--- src/rtl/i2s_dac_serializer.sv ---
// I2S DAC serializer: buffers one mono sample and sends it in both slots of each 64-BCLK frame.
// Define I2S_UNDERRUN_CNT_EN to add the saturating underrun_cnt output.
module i2s_dac_serializer #(
  parameter int BCLK_DIV = 8,
  parameter int SAMPLE_W = 16
) (
  input  logic                clk_50m,
  input  logic                reset_n,
  input  logic [SAMPLE_W-1:0] s_data,
  input  logic                s_valid,
  output logic                s_ready,
  output logic                sample_req,
  output logic                underrun,
  input  logic                underrun_clr,
  output logic                aud_bclk,
  output logic                aud_daclrck,
  output logic                aud_dacdat
`ifdef I2S_UNDERRUN_CNT_EN
  ,
  output logic [7:0]          underrun_cnt
`endif
);

  localparam int PRE_W = (BCLK_DIV > 1) ? $clog2(BCLK_DIV) : 1;
  localparam logic [PRE_W-1:0] PRE_LAST = PRE_W'(BCLK_DIV - 1);
  localparam logic [PRE_W-1:0] PRE_ONE = PRE_W'(1);
  localparam logic [4:0] LAST_POS = 5'(SAMPLE_W);

  logic [PRE_W-1:0]    presc_q, presc_d;
  logic                bclk_q, bclk_d;
  logic [5:0]          bit_cnt_q, bit_cnt_d;
  logic                lrck_q, lrck_d;
  logic                dat_q, dat_d;
  logic [SAMPLE_W-1:0] frame_q, frame_d;
  logic [SAMPLE_W-1:0] hold_q, hold_d;
  logic [SAMPLE_W-1:0] last_q, last_d;
  logic                ready_q, ready_d;
  logic                req_q, req_d;
  logic                urun_q, urun_d;

  logic                presc_tc_s;
  logic                fe_s;
  logic                wrap_s;
  logic                accept_s;
  logic                urun_evt_s;
  logic [5:0]          bit_cnt_inc_s;

  // Slot position 0 is the I2S delay bit; positions 1..SAMPLE_W carry the word MSB first.
  function automatic logic slot_bit(input logic [SAMPLE_W-1:0] word, input logic [4:0] pos);
    logic [SAMPLE_W-1:0] shifted;
    shifted = word << (pos - 5'd1);
    if ((pos != 5'd0) && (pos <= LAST_POS)) begin
      slot_bit = shifted[SAMPLE_W-1];
    end else begin
      slot_bit = 1'b0;
    end
  endfunction

  assign presc_tc_s    = (presc_q == PRE_LAST);
  assign fe_s          = presc_tc_s & bclk_q;
  assign wrap_s        = fe_s & (bit_cnt_q == 6'd63);
  assign accept_s      = s_valid & ready_q;
  assign urun_evt_s    = wrap_s & ready_q;
  assign bit_cnt_inc_s = bit_cnt_q + 6'd1;

  // Next-state for clock generation, frame load, handshake and serial data.
  always_comb begin
    presc_d = presc_tc_s ? {PRE_W{1'b0}} : (presc_q + PRE_ONE);
    bclk_d  = presc_tc_s ? ~bclk_q : bclk_q;
    last_d  = last_q;
    ready_d = ready_q;
    req_d   = 1'b0;
    if (wrap_s && !ready_q) begin
      frame_d = hold_q;
      last_d  = hold_q;
      ready_d = 1'b1;
      req_d   = 1'b1;
    end else if (wrap_s) begin
      frame_d = last_q;
    end else begin
      frame_d = frame_q;
    end
    // A load that found the register empty may coincide with an accept; the new word waits a frame.
    if (accept_s) begin
      hold_d  = s_data;
      ready_d = 1'b0;
    end else begin
      hold_d  = hold_q;
    end
    if (fe_s) begin
      bit_cnt_d = bit_cnt_inc_s;
      lrck_d    = bit_cnt_inc_s[5];
      dat_d     = slot_bit(frame_d, bit_cnt_inc_s[4:0]);
    end else begin
      bit_cnt_d = bit_cnt_q;
      lrck_d    = lrck_q;
      dat_d     = dat_q;
    end
    if (underrun_clr) begin
      urun_d = 1'b0;
    end else if (urun_evt_s) begin
      urun_d = 1'b1;
    end else begin
      urun_d = urun_q;
    end
  end

  // State and registered outputs.
  always_ff @(posedge clk_50m or negedge reset_n) begin
    if (!reset_n) begin
      presc_q   <= {PRE_W{1'b0}};
      bclk_q    <= 1'b0;
      bit_cnt_q <= 6'd0;
      lrck_q    <= 1'b0;
      dat_q     <= 1'b0;
      frame_q   <= {SAMPLE_W{1'b0}};
      hold_q    <= {SAMPLE_W{1'b0}};
      last_q    <= {SAMPLE_W{1'b0}};
      ready_q   <= 1'b1;
      req_q     <= 1'b0;
      urun_q    <= 1'b0;
    end else begin
      presc_q   <= presc_d;
      bclk_q    <= bclk_d;
      bit_cnt_q <= bit_cnt_d;
      lrck_q    <= lrck_d;
      dat_q     <= dat_d;
      frame_q   <= frame_d;
      hold_q    <= hold_d;
      last_q    <= last_d;
      ready_q   <= ready_d;
      req_q     <= req_d;
      urun_q    <= urun_d;
    end
  end

`ifdef I2S_UNDERRUN_CNT_EN
  logic [7:0] cnt_q, cnt_d;

  // Saturating count of underrun frames; clear beats increment.
  always_comb begin
    if (underrun_clr) begin
      cnt_d = 8'd0;
    end else if (urun_evt_s && (cnt_q != 8'd255)) begin
      cnt_d = cnt_q + 8'd1;
    end else begin
      cnt_d = cnt_q;
    end
  end

  // Underrun counter register.
  always_ff @(posedge clk_50m or negedge reset_n) begin
    if (!reset_n) begin
      cnt_q <= 8'd0;
    end else begin
      cnt_q <= cnt_d;
    end
  end

  assign underrun_cnt = cnt_q;
`endif

  assign s_ready     = ready_q;
  assign sample_req  = req_q;
  assign underrun    = urun_q;
  assign aud_bclk    = bclk_q;
  assign aud_daclrck = lrck_q;
  assign aud_dacdat  = dat_q;

endmodule

--- config.mk ---
export PLATFORM = sky130hd
export DESIGN_NAME = i2s_dac_serializer
export DESIGN_NICKNAME = d
export VERILOG_FILES = /design/src/rtl/i2s_dac_serializer.sv
export SDC_FILE = /design/constraint.sdc
export NUM_CORES = 1
export LEC_CHECK = 0
export BUFFER_PORTS_ARGS = -buffer_cell sky130_fd_sc_hd__buf_2
export CAP_MARGIN = 30
export CORE_MARGIN = 1.5
export CORE_UTILIZATION = 50
export DETAILED_ROUTE_END_ITERATION = 8
export PLACE_DENSITY = 0.69
export REMOVE_ABC_BUFFERS = 1
export SYNTH_ARGS = -nofsm -noshare
export SYNTH_HDL_FRONTEND = slang
export SYNTH_SLANG_ARGS = --single-unit
--- constraint.sdc ---
create_clock -name clk_50m -period 7.1 [get_ports clk_50m]
set_input_delay 2.13 -clock clk_50m [delete_from_list [all_inputs] [get_ports clk_50m]]
set_output_delay 2.13 -clock clk_50m [all_outputs]
set_load 0.1 [all_outputs]
==> flow_metrics.tcl, run 1 <==
set metrics [dict create \
    drtIter0Drc 171 \
    via_count 1769 \
    die_h_um 79.0 \
    finalMaxSlewViolations 0 \
    muxShareOfSynthArea_pct 22.1 \
    cts-root-buf "clkbuf_8" \
    peakVddDrop_mv 0.120 \
    worstSetupPathType "flop to primary output" \
    cts_buffers 9 \
    cp_slowest_cell "dfstp_2" \
    hp-class "flop to flop" \
    hold_viol 0 \
    dp.cells 312 \
    netlist_area_sq_um 2890 \
    ant_nets 0 \
    clock_sinks 62 \
    dpl.hpwl_um 3140 \
    synth_edf_count 0 \
    area_growth_pct 11.0 \
    synthSimpleGateAreaFrac_pct 7.05 \
    routed_wl_um 4830 \
    relSlewSlack_pct 48.6 \
    synth_top_family_by_area "multiplexers" \
    arrival_ns 1.79 \
    grt.overflow.total 0 \
    coreArea_sq_um 5540 \
    grt_max_degree 63 \
    clock_latency_ns 0.34 \
    drc_errors 0 \
    drt_pass1_iterations 4 \
    path_clk_slew_ns 0.06 \
    worst_pin_slew_ns 0.770 \
    period_share_pct 55.2 \
    ys_ff_latch 62 \
    stdcell_count 327 \
    worst_ep_required_time_ns 4.97 \
    viasPerCell 5.41 \
    synth_xor_area_share_pct 2.12 \
    powerDensity_nw_per_um2 203 \
    boundaryPins 26 \
    drv_cap 0 \
    drive_gt1_share_pct 33.3 \
    path_delay_family "flip-flops" \
    grt_pass1_wl_um 8420 \
    synth_cells 228 \
    cp-end-kind "primary output" \
    slowest_delay_ns 0.91 \
    crit_chain "buf_2" \
    tns_ns 0 \
    place_congestion 0.762 \
    htree_levels 3 \
    dieArea_sq_um 6250 \
    synthFlopType "dfrtp_1" \
    ys_seq_area_share_pct 53.7 \
    holdBufCountCts 0 \
    num_antenna_cells 0 \
    syn_area_per_cell_sq_um 12.7 \
    synth_fa_ha_area_share_pct 1.73 \
    critical_path.max_fanout 21 \
    clockBufferDepth 2 \
    cp_num_buf_inv 1 \
    cellLeakagePower_nw 1.58 \
    min_period_ns 3.92 \
    wl_per_cell_um 14.8 \
    worstSetupStartpointType "flop" \
    antenna_found_initial 0 \
    start_util_pct 52.2 \
    synth-compound-area-share_pct 8.78 \
    status "complete, no violations" \
    rows 27 \
    fmax_mhz 255 \
    grt_usage_pct 18.2 \
    cts_resized 0 \
    die_w_um 79.0 \
    port_buffers 25 \
    cts_tree "yes" \
    grt_pass1_vias 1805 \
    synth_warnings 0 \
    nNetsFinal 275 \
    rsz0062_at_grt "no" \
    cts_setup_buffers 0 \
    async_reset_ff_share_pct 100 \
    setup_violations 0 \
    clock_skew_ns 0.00501 \
    ys_types 42 \
]
==> final cells by class <==
class / instances / area (sq um)
Multi-Input combinational cell: 141 / 1210
Tap cell: 72 / 90.1
Sequential cell: 62 / 1550
Inverter: 11 / 41.3
Fill cell: 462 / 2330
Clock buffer: 15 / 186
Timing Repair Buffer: 26 / 133
==> registers in the layout, indices dropped and copies added (netlist names) <==
register    flops
aud_bclk        1
aud_dacdat      1
bit_cnt_q       6
frame_q        16
hold_q         16
last_q         16
presc_q         3
s_ready         1
sample_req      1
underrun        1
==> cell usage in the layout, fill, tap and decap left out, types with 8 or more instances in the layout <==
cell	count
a21oi_1	13
buf_2	25
clkbuf_8	13
dfrtp_1	61
inv_1	11
mux2_2	36
mux2i_1	12
nand2_1	10
nor2_1	11
nor3_1	8
==> stage by stage <==
stage / hold WS, ns / cell area [sq um] / total power, mW / worst slack, ns / utilization (%)
floorplan: 0.403 / 2800 / 0.360 / 3.86 / -
global placement: 0.420 / 3020 / 0.372 / 3.56 / 54.6
detailed placement: 0.424 / 3020 / 0.372 / 3.55 / 54.6
CTS: 0.434 / 3210 / 0.663 / 3.17 / 57.9
global route: 0.474 / 3210 / 0.683 / 3.12 / 57.9
finish: 0.435 / 3210 / 0.653 / 3.18 / 57.9
==> worst paths after layout <==
path	from	to	slack, ns	cells after the start
max	s_ready	s_ready	3.18	1
min	presc_q[0]	presc_q[0]	0.43	1
max reg2reg	bit_cnt_q[0]	aud_dacdat	3.96	7
min reg2reg	presc_q[0]	presc_q[0]	0.43	1
max in group asynchronous	reset_n	last_q[5]	4.65	2
min in group asynchronous	reset_n	underrun	1.93	2
==> cell usage after synthesis (all sizes together), types with 2 or more instances <==
cell type	number	area [sq um]
a311oi	2	23.8
clkbuf	4	15.0
o21ai	5	25.0
nor2b	2	12.5
buf	10	75.1
inv	11	41.3
nor3	8	40.0
a21o	3	22.5
o211ai	2	15.0
xor2	5	43.8
nand3	2	15.0
nor2	13	58.8
mux2i	12	120
ha	4	50.1
mux4	3	67.6
nand2	10	37.5
mux2	40	450
a2111oi	3	32.5
dfrtp	61	1530
xnor2	2	17.5
a21oi	13	65.1
==> power breakdown <==
part | internal (mW) | switching (mW)
Clock | 0.163 | 0.125
Sequential | 0.353 | 0.00000000000000000579
Combinational | 0.00401 | 0.00765
Total | 0.521 | 0.132
==> routing by layer <==
layer	share of wire, %	global-route usage (%)	vias to the layer above
li1	-	-	853
met1	47	24.2	875
met2	47	26.1	30
met3	3.8	5.98	11
met4	2.7	10.4	0
met5	0	0	-
==> logic make-up after synthesis <==
logic type	Yosys count
simple gates	39
compound gates	36
xor+xnor	7
flops	62
mux	55
buf+inv	25
fa+ha+maj	4
Note: power is estimated with default switching activity, not from simulation.
==> run 2: changes to the inputs <==
==> constraint.sdc (replaced) <==
create_clock -name clk_50m -period 3.7 [get_ports clk_50m]
set_input_delay 1.11 -clock clk_50m [delete_from_list [all_inputs] [get_ports clk_50m]]
set_output_delay 1.11 -clock clk_50m [all_outputs]
set_load 0.1 [all_outputs]
==> flow_metrics.tcl, run 2 (synthesized netlist as in run 1, its figures left out) <==
set metrics [dict create \
    via_count 1765 \
    num_antenna_cells 0 \
    fmax_mhz 327 \
    finalMaxSlewViolations 0 \
    finalPower_mw 1.34 \
    dpl-instance-area_sq_um 3030 \
    hold_slack_ns 0.451 \
    boundaryPins 26 \
    arrival_ns 3.30 \
    slowest_delay_ns 0.61 \
    min_period_ns 3.05 \
    hold_viol 0 \
    cp.depth 7 \
    final_common_cell "dfrtp_1" \
    grt_pass1_vias 1702 \
    start_util_pct 52.2 \
    dieArea_sq_um 6250 \
    cts_setup_buffers 0 \
    holdBufCountCts 0 \
    nNetsFinal 276 \
    viasPerCell 5.36 \
    grt.overflow.total 0 \
    antenna_found_initial 0 \
    path_delay_family "compound AO/OA/AOI/OAI gates" \
    grt_max_degree 26 \
    drive_gt1_share_pct 33.5 \
    dp_slack_ns 0.636 \
    period_share_pct 82.5 \
    die_w_um 79.0 \
    hp-class "flop to flop" \
    drt_pass1_iterations 4 \
    ant_nets 0 \
    tns_ns 0 \
    cts_tree "yes" \
    place_congestion 0.792 \
    stdcell_count 329 \
    rr_endpoint "aud_dacdat" \
    crit_chain "ha_1 -> nand4_4 -> nor2_2 -> mux4_2 -> a2111o_1 -> o2111a_1 -> a311oi_2" \
    hold_depth 1 \
    die_h_um 79.0 \
    dp.cells 313 \
    grt_usage_pct 17.8 \
    critical_path.max_fanout 13 \
    htree_levels 3 \
    worst_pin_slew_ns 0.760 \
    finish.utilization_pct 58.6 \
    cp_num_buf_inv 0 \
    reg_top3 "frame_q x16, hold_q x16, last_q x16" \
    wl_per_cell_um 14.6 \
    cts_resized 0 \
    fin_ws_ns 0.646 \
    grt_pass1_wl_um 8340 \
    rsz0062_at_grt "no" \
    port_buffers 25 \
    cp_slowest_cell "dfrtp_1" \
    coreArea_sq_um 5540 \
    worst_ep_required_time_ns 3.94 \
    peakVddDrop_mv 0.301 \
    area_growth_pct 12.3 \
    routed_wl_um 4790 \
    drtIter0Drc 58 \
    r2r-start "bit_cnt_q[0]" \
    cellLeakagePower_nw 1.59 \
    cp-end-kind "flop" \
    reg2reg_depth 7 \
    ff2ff_setup_slack_ns 0.65 \
    setup_violations 0 \
    path_clk_slew_ns 0.07 \
    clock_skew_ns 0.00635 \
    dpl.hpwl_um 3380 \
    clock_sinks 62 \
    drc_errors 0 \
    relSlewSlack_pct 49.2 \
    clock_latency_ns 0.33 \
    rows 27 \
    final_cell_mix "61 x dfrtp_1, 36 x mux2_2, 25 x buf_2" \
    drv_cap 0 \
    worstSetupStartpointType "flop" \
    final_area_sq_um 3250 \
    powerDensity_nw_per_um2 414 \
    hp-start "presc_q[0]" \
    worstSetupPathType "flop to flop" \
    cts-root-buf "clkbuf_8" \
    cts_buffers 9 \
    status "complete, no violations" \
    hold_end "presc_q[0]" \
    clockBufferDepth 2 \
]
run 2: worst max path at each step:
stage | from | to | slack [ns]
floorplan | aud_bclk | aud_dacdat | 0.76
global placement | bit_cnt_q[0] | aud_dacdat | 0.71
detailed placement | bit_cnt_q[0] | aud_dacdat | 0.64
CTS | bit_cnt_q[0] | aud_dacdat | 0.63
global route | bit_cnt_q[0] | aud_dacdat | 0.37
finish | bit_cnt_q[0] | aud_dacdat | 0.65
run 2: power breakdown:
group          total (mW)  internal (mW)         switching (mW)  leakage [nW]
Sequential          0.678          0.678  0.0000000000000000128         0.848
Combinational      0.0232        0.00840                 0.0148         0.642
Clock               0.642          0.399                  0.244         0.104
Total                1.34           1.08                  0.259          1.59
run 2: worst register-to-register path, stage by stage (launching register included):
cell      delay (ns)
dfrtp_1         0.61
ha_1            0.48
nand4_4         0.24
nor2_2          0.47
mux4_2          0.38
a2111o_1        0.42
o2111a_1        0.13
a311oi_2        0.23
run 2: cell type report:
class / count / area, sq um
Sequential cell: 62 / 1550
Timing Repair Buffer: 27 / 140
Fill cell: 483 / 2290
Inverter: 11 / 41.3
Tap cell: 72 / 90.1
Multi-Input combinational cell: 141 / 1210
Clock buffer: 13 / 149
Clock inverter: 3 / 67.6
run 2: per-layer routing:
metal	share of wire (%)	GRT usage [%]	vias to the layer above	wire [um]
met5	0	0	-	0
met4	1.1	6.32	0	53
met3	4.5	6.67	4	214
met2	46	26.3	37	2210
met1	48	24.1	862	2310
li1	-	-	862	-
